===== config.mk =====
export PLATFORM = sky130hd
export DESIGN_NAME = ram_line_writer
export DESIGN_NICKNAME = d
export VERILOG_FILES = /design/src/rtl/ram_line_writer.sv
export SDC_FILE = /design/constraint.sdc
export NUM_CORES = 2
export LEC_CHECK = 0
export ABC_CLOCK_PERIOD_IN_PS = 48500
export BUFFER_PORTS_ARGS = -buffer_cell sky130_fd_sc_hd__buf_2
export CAP_MARGIN = 20
export CORE_UTILIZATION = 38
export CTS_CLUSTER_DIAMETER = 120
export DETAILED_ROUTE_END_ITERATION = 10
export HOLD_SLACK_MARGIN = 0.12
export PLACE_DENSITY = 0.55
export SETUP_SLACK_MARGIN = 0.2
export SLEW_MARGIN = 20
export SYNTH_ARGS = -nofsm -noshare
export SYNTH_HDL_FRONTEND = slang
export SYNTH_SLANG_ARGS = --single-unit

===== constraint.sdc =====
create_clock -name clk125 -period 48.5 [get_ports clk125]
set_clock_uncertainty 0.05 [all_clocks]
set_input_delay 7.275 -clock clk125 [delete_from_list [all_inputs] [get_ports clk125]]
set_output_delay 7.275 -clock clk125 [all_outputs]
set_load 0.02 [all_outputs]

===== src/rtl/ram_line_writer.sv =====
// Buffers 768-bit lines from the capture stage and streams each one to
// memory as BEATS word writes, MSB word first, under mem_ready backpressure.
// Ports: clk125/reset (async, active low); write_ram/write_data/write_address
// line input; mem_ready/mem_wr_en/mem_addr/mem_wdata word output port;
// busy, overflow (sticky drop flag), lines_written (wrapping line count).
module ram_line_writer #(
  parameter int WORD_W     = 64,
  parameter int FIFO_DEPTH = 2
) (
  input  logic              clk125,
  input  logic              reset,
  input  logic              write_ram,
  input  logic [767:0]      write_data,
  input  logic [31:0]       write_address,
  input  logic              mem_ready,
  output logic              mem_wr_en,
  output logic [31:0]       mem_addr,
  output logic [WORD_W-1:0] mem_wdata,
  output logic              busy,
  output logic              overflow,
  output logic [15:0]       lines_written
);

  localparam int LINE_W = 768;
  localparam int BEATS  = LINE_W / WORD_W;
  localparam int BW     = (BEATS > 1) ? $clog2(BEATS) : 1;
  localparam int AW     = (FIFO_DEPTH > 1) ? $clog2(FIFO_DEPTH) : 1;
  localparam int CW     = AW + 1;
  localparam int EW     = 32 + LINE_W;

  typedef enum logic {
    IDLE,
    BURST
  } state_t;

  state_t state, state_nx;

  logic [EW-1:0]     fifo_mem [FIFO_DEPTH];
  logic [AW-1:0]     wr_ptr;
  logic [AW-1:0]     rd_ptr;
  logic [CW-1:0]     count;
  logic [EW-1:0]     head;
  logic              full;
  logic              empty;
  logic              push;
  logic              pop;
  logic              drop;

  logic [LINE_W-1:0] shreg;
  logic [BW-1:0]     beat;
  logic              xfer;
  logic              last;
  logic              load;
  logic              advance;
  logic              done;

  assign full  = (count == CW'(FIFO_DEPTH));
  assign empty = (count == '0);
  assign head  = fifo_mem[rd_ptr];
  // A full FIFO still takes a line when the head leaves on the same edge.
  assign push  = write_ram & (~full | pop);
  assign drop  = write_ram & full & ~pop;

  assign xfer  = mem_wr_en & mem_ready;
  assign last  = (beat == BW'(BEATS - 1));
  assign busy  = ~empty | (state == BURST);

  always_ff @(posedge clk125) begin
    if (push) begin
      fifo_mem[wr_ptr] <= {write_address, write_data};
    end
  end

  always_ff @(posedge clk125 or negedge reset) begin
    if (!reset) begin
      wr_ptr   <= '0;
      rd_ptr   <= '0;
      count    <= '0;
      overflow <= 1'b0;
    end else begin
      if (push) wr_ptr <= wr_ptr + AW'(1);
      if (pop)  rd_ptr <= rd_ptr + AW'(1);
      unique case ({push, pop})
        2'b10:   count <= count + CW'(1);
        2'b01:   count <= count - CW'(1);
        default: count <= count;
      endcase
      if (drop) overflow <= 1'b1;
    end
  end

  always_ff @(posedge clk125 or negedge reset) begin
    if (!reset) state <= IDLE;
    else        state <= state_nx;
  end

  always_comb begin
    state_nx = state;
    pop      = 1'b0;
    load     = 1'b0;
    advance  = 1'b0;
    done     = 1'b0;
    unique case (state)
      IDLE: begin
        if (!empty) begin
          pop      = 1'b1;
          load     = 1'b1;
          state_nx = BURST;
        end
      end
      BURST: begin
        if (xfer) begin
          if (last) begin
            done = 1'b1;
            // Chain straight into the next line so there is no bubble.
            if (!empty) begin
              pop  = 1'b1;
              load = 1'b1;
            end else begin
              state_nx = IDLE;
            end
          end else begin
            advance = 1'b1;
          end
        end
      end
      default: state_nx = IDLE;
    endcase
  end

  always_ff @(posedge clk125 or negedge reset) begin
    if (!reset) begin
      mem_wr_en     <= 1'b0;
      mem_addr      <= '0;
      mem_wdata     <= '0;
      shreg         <= '0;
      beat          <= '0;
      lines_written <= '0;
    end else begin
      if (load) begin
        mem_wr_en <= 1'b1;
        mem_addr  <= head[EW-1 -: 32];
        mem_wdata <= head[LINE_W-1 -: WORD_W];
        shreg     <= head[LINE_W-1:0] << WORD_W;
        beat      <= '0;
      end else if (advance) begin
        mem_addr  <= mem_addr + 32'd1;
        mem_wdata <= shreg[LINE_W-1 -: WORD_W];
        shreg     <= shreg << WORD_W;
        beat      <= beat + BW'(1);
      end else if (done) begin
        mem_wr_en <= 1'b0;
      end
      if (done) lines_written <= lines_written + 16'd1;
    end
  end

endmodule


# == Word level (Yosys, flattened, before mapping) ==
# Memories as Yosys holds them, arrays and structs flattened.
# Cells that the tools add are included.
# classes
n_addsub,7
n_mul,0
div_mod_pow,0
magnitude_cmp,0
n_eq_ne,5
shift,0
n_mux,27
bitwise_logic,10
n_reduce_logical,5
# op_table
operator,n
$mux 768,2
$mux 64,2
$mux 32,2
$add 32x1->32 const B,1
$add 16x1->16 const B,1
$mux 1,16
$mux 4,2
$reduce_bool 2->1,3
$add 4x1->4 const B,1
$and 1x1->1,4
$eq 2x2->1 const B,2
$eq 4x4->1 const B,1
$not 1->1,4
$pmux 1 s2,2
$pmux 2 s2,1
$add 1x1->1 const B,2
$add 2x1->2 const B,1
$eq 2x1->1 const B,1
$logic_not 2->1,1
$ne 2x2->1 const B,1
$or 1x1->1,2
$reduce_and 2->1,1
$sub 2x1->2 const B,1
# word_totals
regBits,891
latchBits,0
ramBits,1600
rom_bits,0
inputBits,804
out_inout_bits,115
mem_count,1
# memory_table
memory,words,word_bits,read_ports,rd_clocked_by_memory_dff,write_ports,line_no,text
fifo_mem,2,800,1,0,1,38,logic [EW-1:0] fifo_mem [FIFO_DEPTH];

# == Depth between registers and ports, before layout ==
# depth
depth_word,9
ltp_mapped,10
depth_no_buf,6

# == Least setup slack after synthesis ==
# No wires, ideal clock.
# synth_timing
kind,in2reg
start,in mem_ready
end,mem fifo_mem[0][0] (netlist name) (enable)
setup_ns,1.991
t_arrival_ns,40.838
path_slack_ns,5.621
cell_stages,4
n_path_buf,0
path_cell_list,nand2_2 > o21ai_4 > o21ai_0 > nor2_1
# synth_via
elab_chain_len,7
# synth_lines
item,line_no,text
"start, declared",15,"input logic mem_ready,"
$and 1x1->1,64,assign xfer = mem_wr_en & mem_ready;
$mux 1,112,if (xfer) begin
$pmux 1 s2,103,unique case (state)
$or 1x1->1,61,assign push = write_ram & (~full | pop);
$and 1x1->1,61,
$mux 1,69,if (push) begin
$mux 1 (implied by the code),70,"fifo_mem[wr_ptr] <= {write_address, write_data};"
"end, declared",38,
# Every way passes these cells.

# == Final worst setup path ==
# layout_timing
start,in mem_ready
end,mem fifo_mem[1][103] (netlist name) (enable)
# Same word-level chain as after synthesis.

==> impl_metrics.env <==
export IMPL_synthDistinctLibCells=52
export IMPL_timing_critical_path_fanout_max=68
export IMPL_final_number_of_max_transition_violations=0
export IMPL_proportion_of_netlist_area_held_by_the_largest_area_contributor=0.533
export IMPL_ctsRootBufferMaster="clkbuf_16"
export IMPL_worst_skew_pair_later_pin_latency_ns=0.91
export IMPL_post_route_min_period_ns=11.85
export IMPL_fin_crit_sh=0.244
export IMPL_critical_path_startpoint_type="input port"
export IMPL_fmaxAchievable_mhz=84.4
export IMPL_number_of_global_route_vias_before_repair=51800
export IMPL_worstPathArrival_ns=12.28
export IMPL_flow_area_growth_from_synthesis_pct=18.3
export IMPL_finalSetupTns_ns=0
export IMPL_slew_headroom=0.274
export IMPL_syn_avg_cell_area_um2=16.3
export IMPL_overflow_after_grt=0
export IMPL_die_height_um=489
export IMPL_crit_path_frequent_cell="buf_4"
export IMPL_count_of_pins_on_the_block_boundary=919
export IMPL_finalSetupViolations=0
export IMPL_tightestPinTransition_ns=1.09
export IMPL_grt_setup_unrepaired="no"
export IMPL_drcViolationCount=0
export IMPL_hold_buffers=0
export IMPL_grtUsageTotal=0.204
export IMPL_critical_path_class="input port to register"
export IMPL_p_leak_nw=38.7
export IMPL_num_fill_cells=20700
export IMPL_syn_area_mm2=0.0901
export IMPL_post_synthesis_cell_type_with_the_largest_combined_area="edfxtp_1"
export IMPL_port_buffer_count=918
export IMPL_slowest_stage="buf_4"
export IMPL_core_area_mm2=0.235
export IMPL_dp_hpwl_um=161000
export IMPL_netlist_instances=5535
export IMPL_initialDrtViolationCount=4484
export IMPL_worst_ep_required_time_ns=48.94
export IMPL_cts_setup_buffers=0
export IMPL_finalNetCount=7244
export IMPL_cts_reportedPaths_clkPinSlew_ns=0.06
export IMPL_antenna_violations_before_repair=245
export IMPL_detail_route_wl_per_cell_um=25.2
export IMPL_critical_path_cell_chain="buf_2 > nand2_2 > o21ai_4 > o21ai_0 > nor2_4 > buf_4 > buf_4 > buf_4 > buf_4 > buf_4"
export IMPL_core_rowCount=178
export IMPL_dieWidth_um=489
export IMPL_holdWs_ns=0.423
export IMPL_num_vias=53300
export IMPL_route_antenna_remaining_nets=0
export IMPL_yosys_warnings=0
export IMPL_place_gp_congestion=0.819
export IMPL_slowest_cell_delay_on_critical_path_ns=0.90
export IMPL_number_of_synthesized_register_bits=2427
export IMPL_mappedNetlistNets=6342
export IMPL_power_per_cell_area_mw_per_mm2=47.0
export IMPL_timing_hold_violations_final=0
export IMPL_cts_sinks=2427
export IMPL_grt_start_max_net_pins=197
export IMPL_initial_utilization=0.383
export IMPL_max_cap_violations=0
export IMPL_async_sr_flop_fraction=0.341
export IMPL_hp_class="register to register"
export IMPL_result_of_the_run="complete, no violations"
export IMPL_vdd_ir_drop_max_mv=0.0457
export IMPL_wirelength_um=250000
export IMPL_synth_top_cells_by_area="edfxtp_1 53%, dfrtp_1 23%, mux2i_1 7.9%"
export IMPL_final_layout_size_suffix_gt1_frac=0.214
export IMPL_ys_seq_area_frac=0.763
export IMPL_type_of_element_capturing_the_critical_path="register"
export IMPL_primary_ff_master_synth="edfxtp_1"
export IMPL_routed_via_density=5.37
export IMPL_firstDrtPassIters=5
export IMPL_tritoncts="done"
export IMPL_grt_pass1_wl_um=359000
export IMPL_synth_edf_count=1600
export IMPL_cts_htree_levels=5
export IMPL_cts_resized_gates=0
export IMPL_clock_tree_buffer_depth=4
export IMPL_fp_dieArea_mm2=0.239
export IMPL_numCtsBuffers=279
-- report_power, final --
group	leakage [nW]	total [mW]	switching, mW	internal [mW]
Clock	4.23	2.01	0.813	1.20
Sequential	26.4	2.64	0.0607	2.58
Combinational	8.04	0.355	0.274	0.0811
Total	38.7	5.01	1.15	3.86
-- cell usage after synthesis (all sizes together), types with 8 or more instances --
cell / count
dfrtp: 827
buf: 249
nor2b: 81
nand3: 82
o211ai: 10
nand4: 23
clkbuf: 126
a21oi: 22
nor2: 20
a31oi: 68
xor2: 17
a211oi: 83
edfxtp: 1600
xnor2: 19
mux2: 8
nand2: 171
o21ai: 720
mux2i: 712
a22oi: 641
-- flip-flops by register name, summed over array words and instances, names as in the netlist --
register       cells
mem_wdata         64
mem_wr_en          1
rd_ptr             1
state              1
shreg            704
beat               4
wr_ptr             1
overflow           1
lines_written     16
count              2
fifo_mem        1600
mem_addr          32
-- placed cells by master (no fill, tap or decap), types with 19 or more instances in the layout --
master,Yosys,final
edfxtp_1,1600,1600
buf_2,224,917
dfrtp_1,827,826
mux2i_1,712,712
o21ai_0,698,698
a22oi_1,617,617
clkbuf_16,0,285
nand2_1,169,169
diode_2,0,127
clkbuf_1,126,87
a211oi_1,83,83
nand3_1,82,82
nor2b_1,81,81
a31oi_1,68,68
buf_4,7,68
clkbuf_8,0,33
clkinv_2,0,30
a22oi_2,24,24
a21oi_1,22,22
o21ai_1,21,21
nand4_1,20,20
xnor2_1,19,19
clkinv_1,0,19
-- metrics by stage --
stage,power [mW],setup slack [ns],std cells,area [um^2],utilization
3_5_place_dp,3.06,35.66,9306,97600,0.414
6_report,5.01,36.65,9919,107000,0.453
3_3_place_gp,3.04,35.75,9306,97600,0.414
2_1_floorplan,3.35,5.62,5535,90100,-
4_1_cts,5.08,36.61,9792,106000,0.451
5_1_grt,5.19,36.37,9826,106000,0.452
-- critical path, delay by kind of cell --
kind	cells	cell delay, ns
buffers and inverters	6	3.74
AO/OA/AOI/OAI	2	0.64
AND/OR/NAND/NOR	2	0.45
-- cells by family after synthesis --
logic type,count (synthesis),synth area share
DFF,2427,0.763
xor gates and xnor gates,36,0.00350
and+or+nand+nor,410,0.0226
AOI/OAI and AO/OA,1557,0.110
buffers and inverters,382,0.0206
adders and majority gates,3,0.000417
muxes,720,0.0801
-- worst paths after layout --
| path | start | to | slack [ns] | depth (start not counted) |
|---|---|---|---|---|
| worst max register to register | beat[0]$_DFFE_PN0P_ | fifo_mem[1][103]$_DFFE_PP_ | 42.46 | 10 |
| worst min register to register | lines_written[15]$_DFFE_PN0P_ | lines_written[15]$_DFFE_PN0P_ | 0.42 | 1 |
| max in group asynchronous | reset | shreg[220]$_DFFE_PN0P_ | 37.71 | 6 |
| worst max-delay path | mem_ready | fifo_mem[1][103]$_DFFE_PP_ | 36.65 | 10 |
| min in group asynchronous | reset | mem_wdata[0]$_DFFE_PN0P_ | 6.34 | 1 |
| worst min-delay path | lines_written[15]$_DFFE_PN0P_ | lines_written[15]$_DFFE_PN0P_ | 0.42 | 1 |
-- layout make-up --
type,count,area [um^2],area share
flip-flops and latches,2427,68700,0.645
multi-input cells,2726,19500,0.183
clock buffers,405,7910,0.0742
repair buffers,996,5320,0.0499
well taps,3150,3940,0.0370
clock inverters,81,768,0.00721
diodes,127,318,0.00298
inverters,7,26.3,0.000247
-- routing by layer --
layer / routed length (um) / GRT usage
met4: 9250 / 0.0744
met2: 108000 / 0.293
met3: 22500 / 0.0600
met1: 110000 / 0.291
met5: 848 / 0
Power figures use the tool's default switching activity.
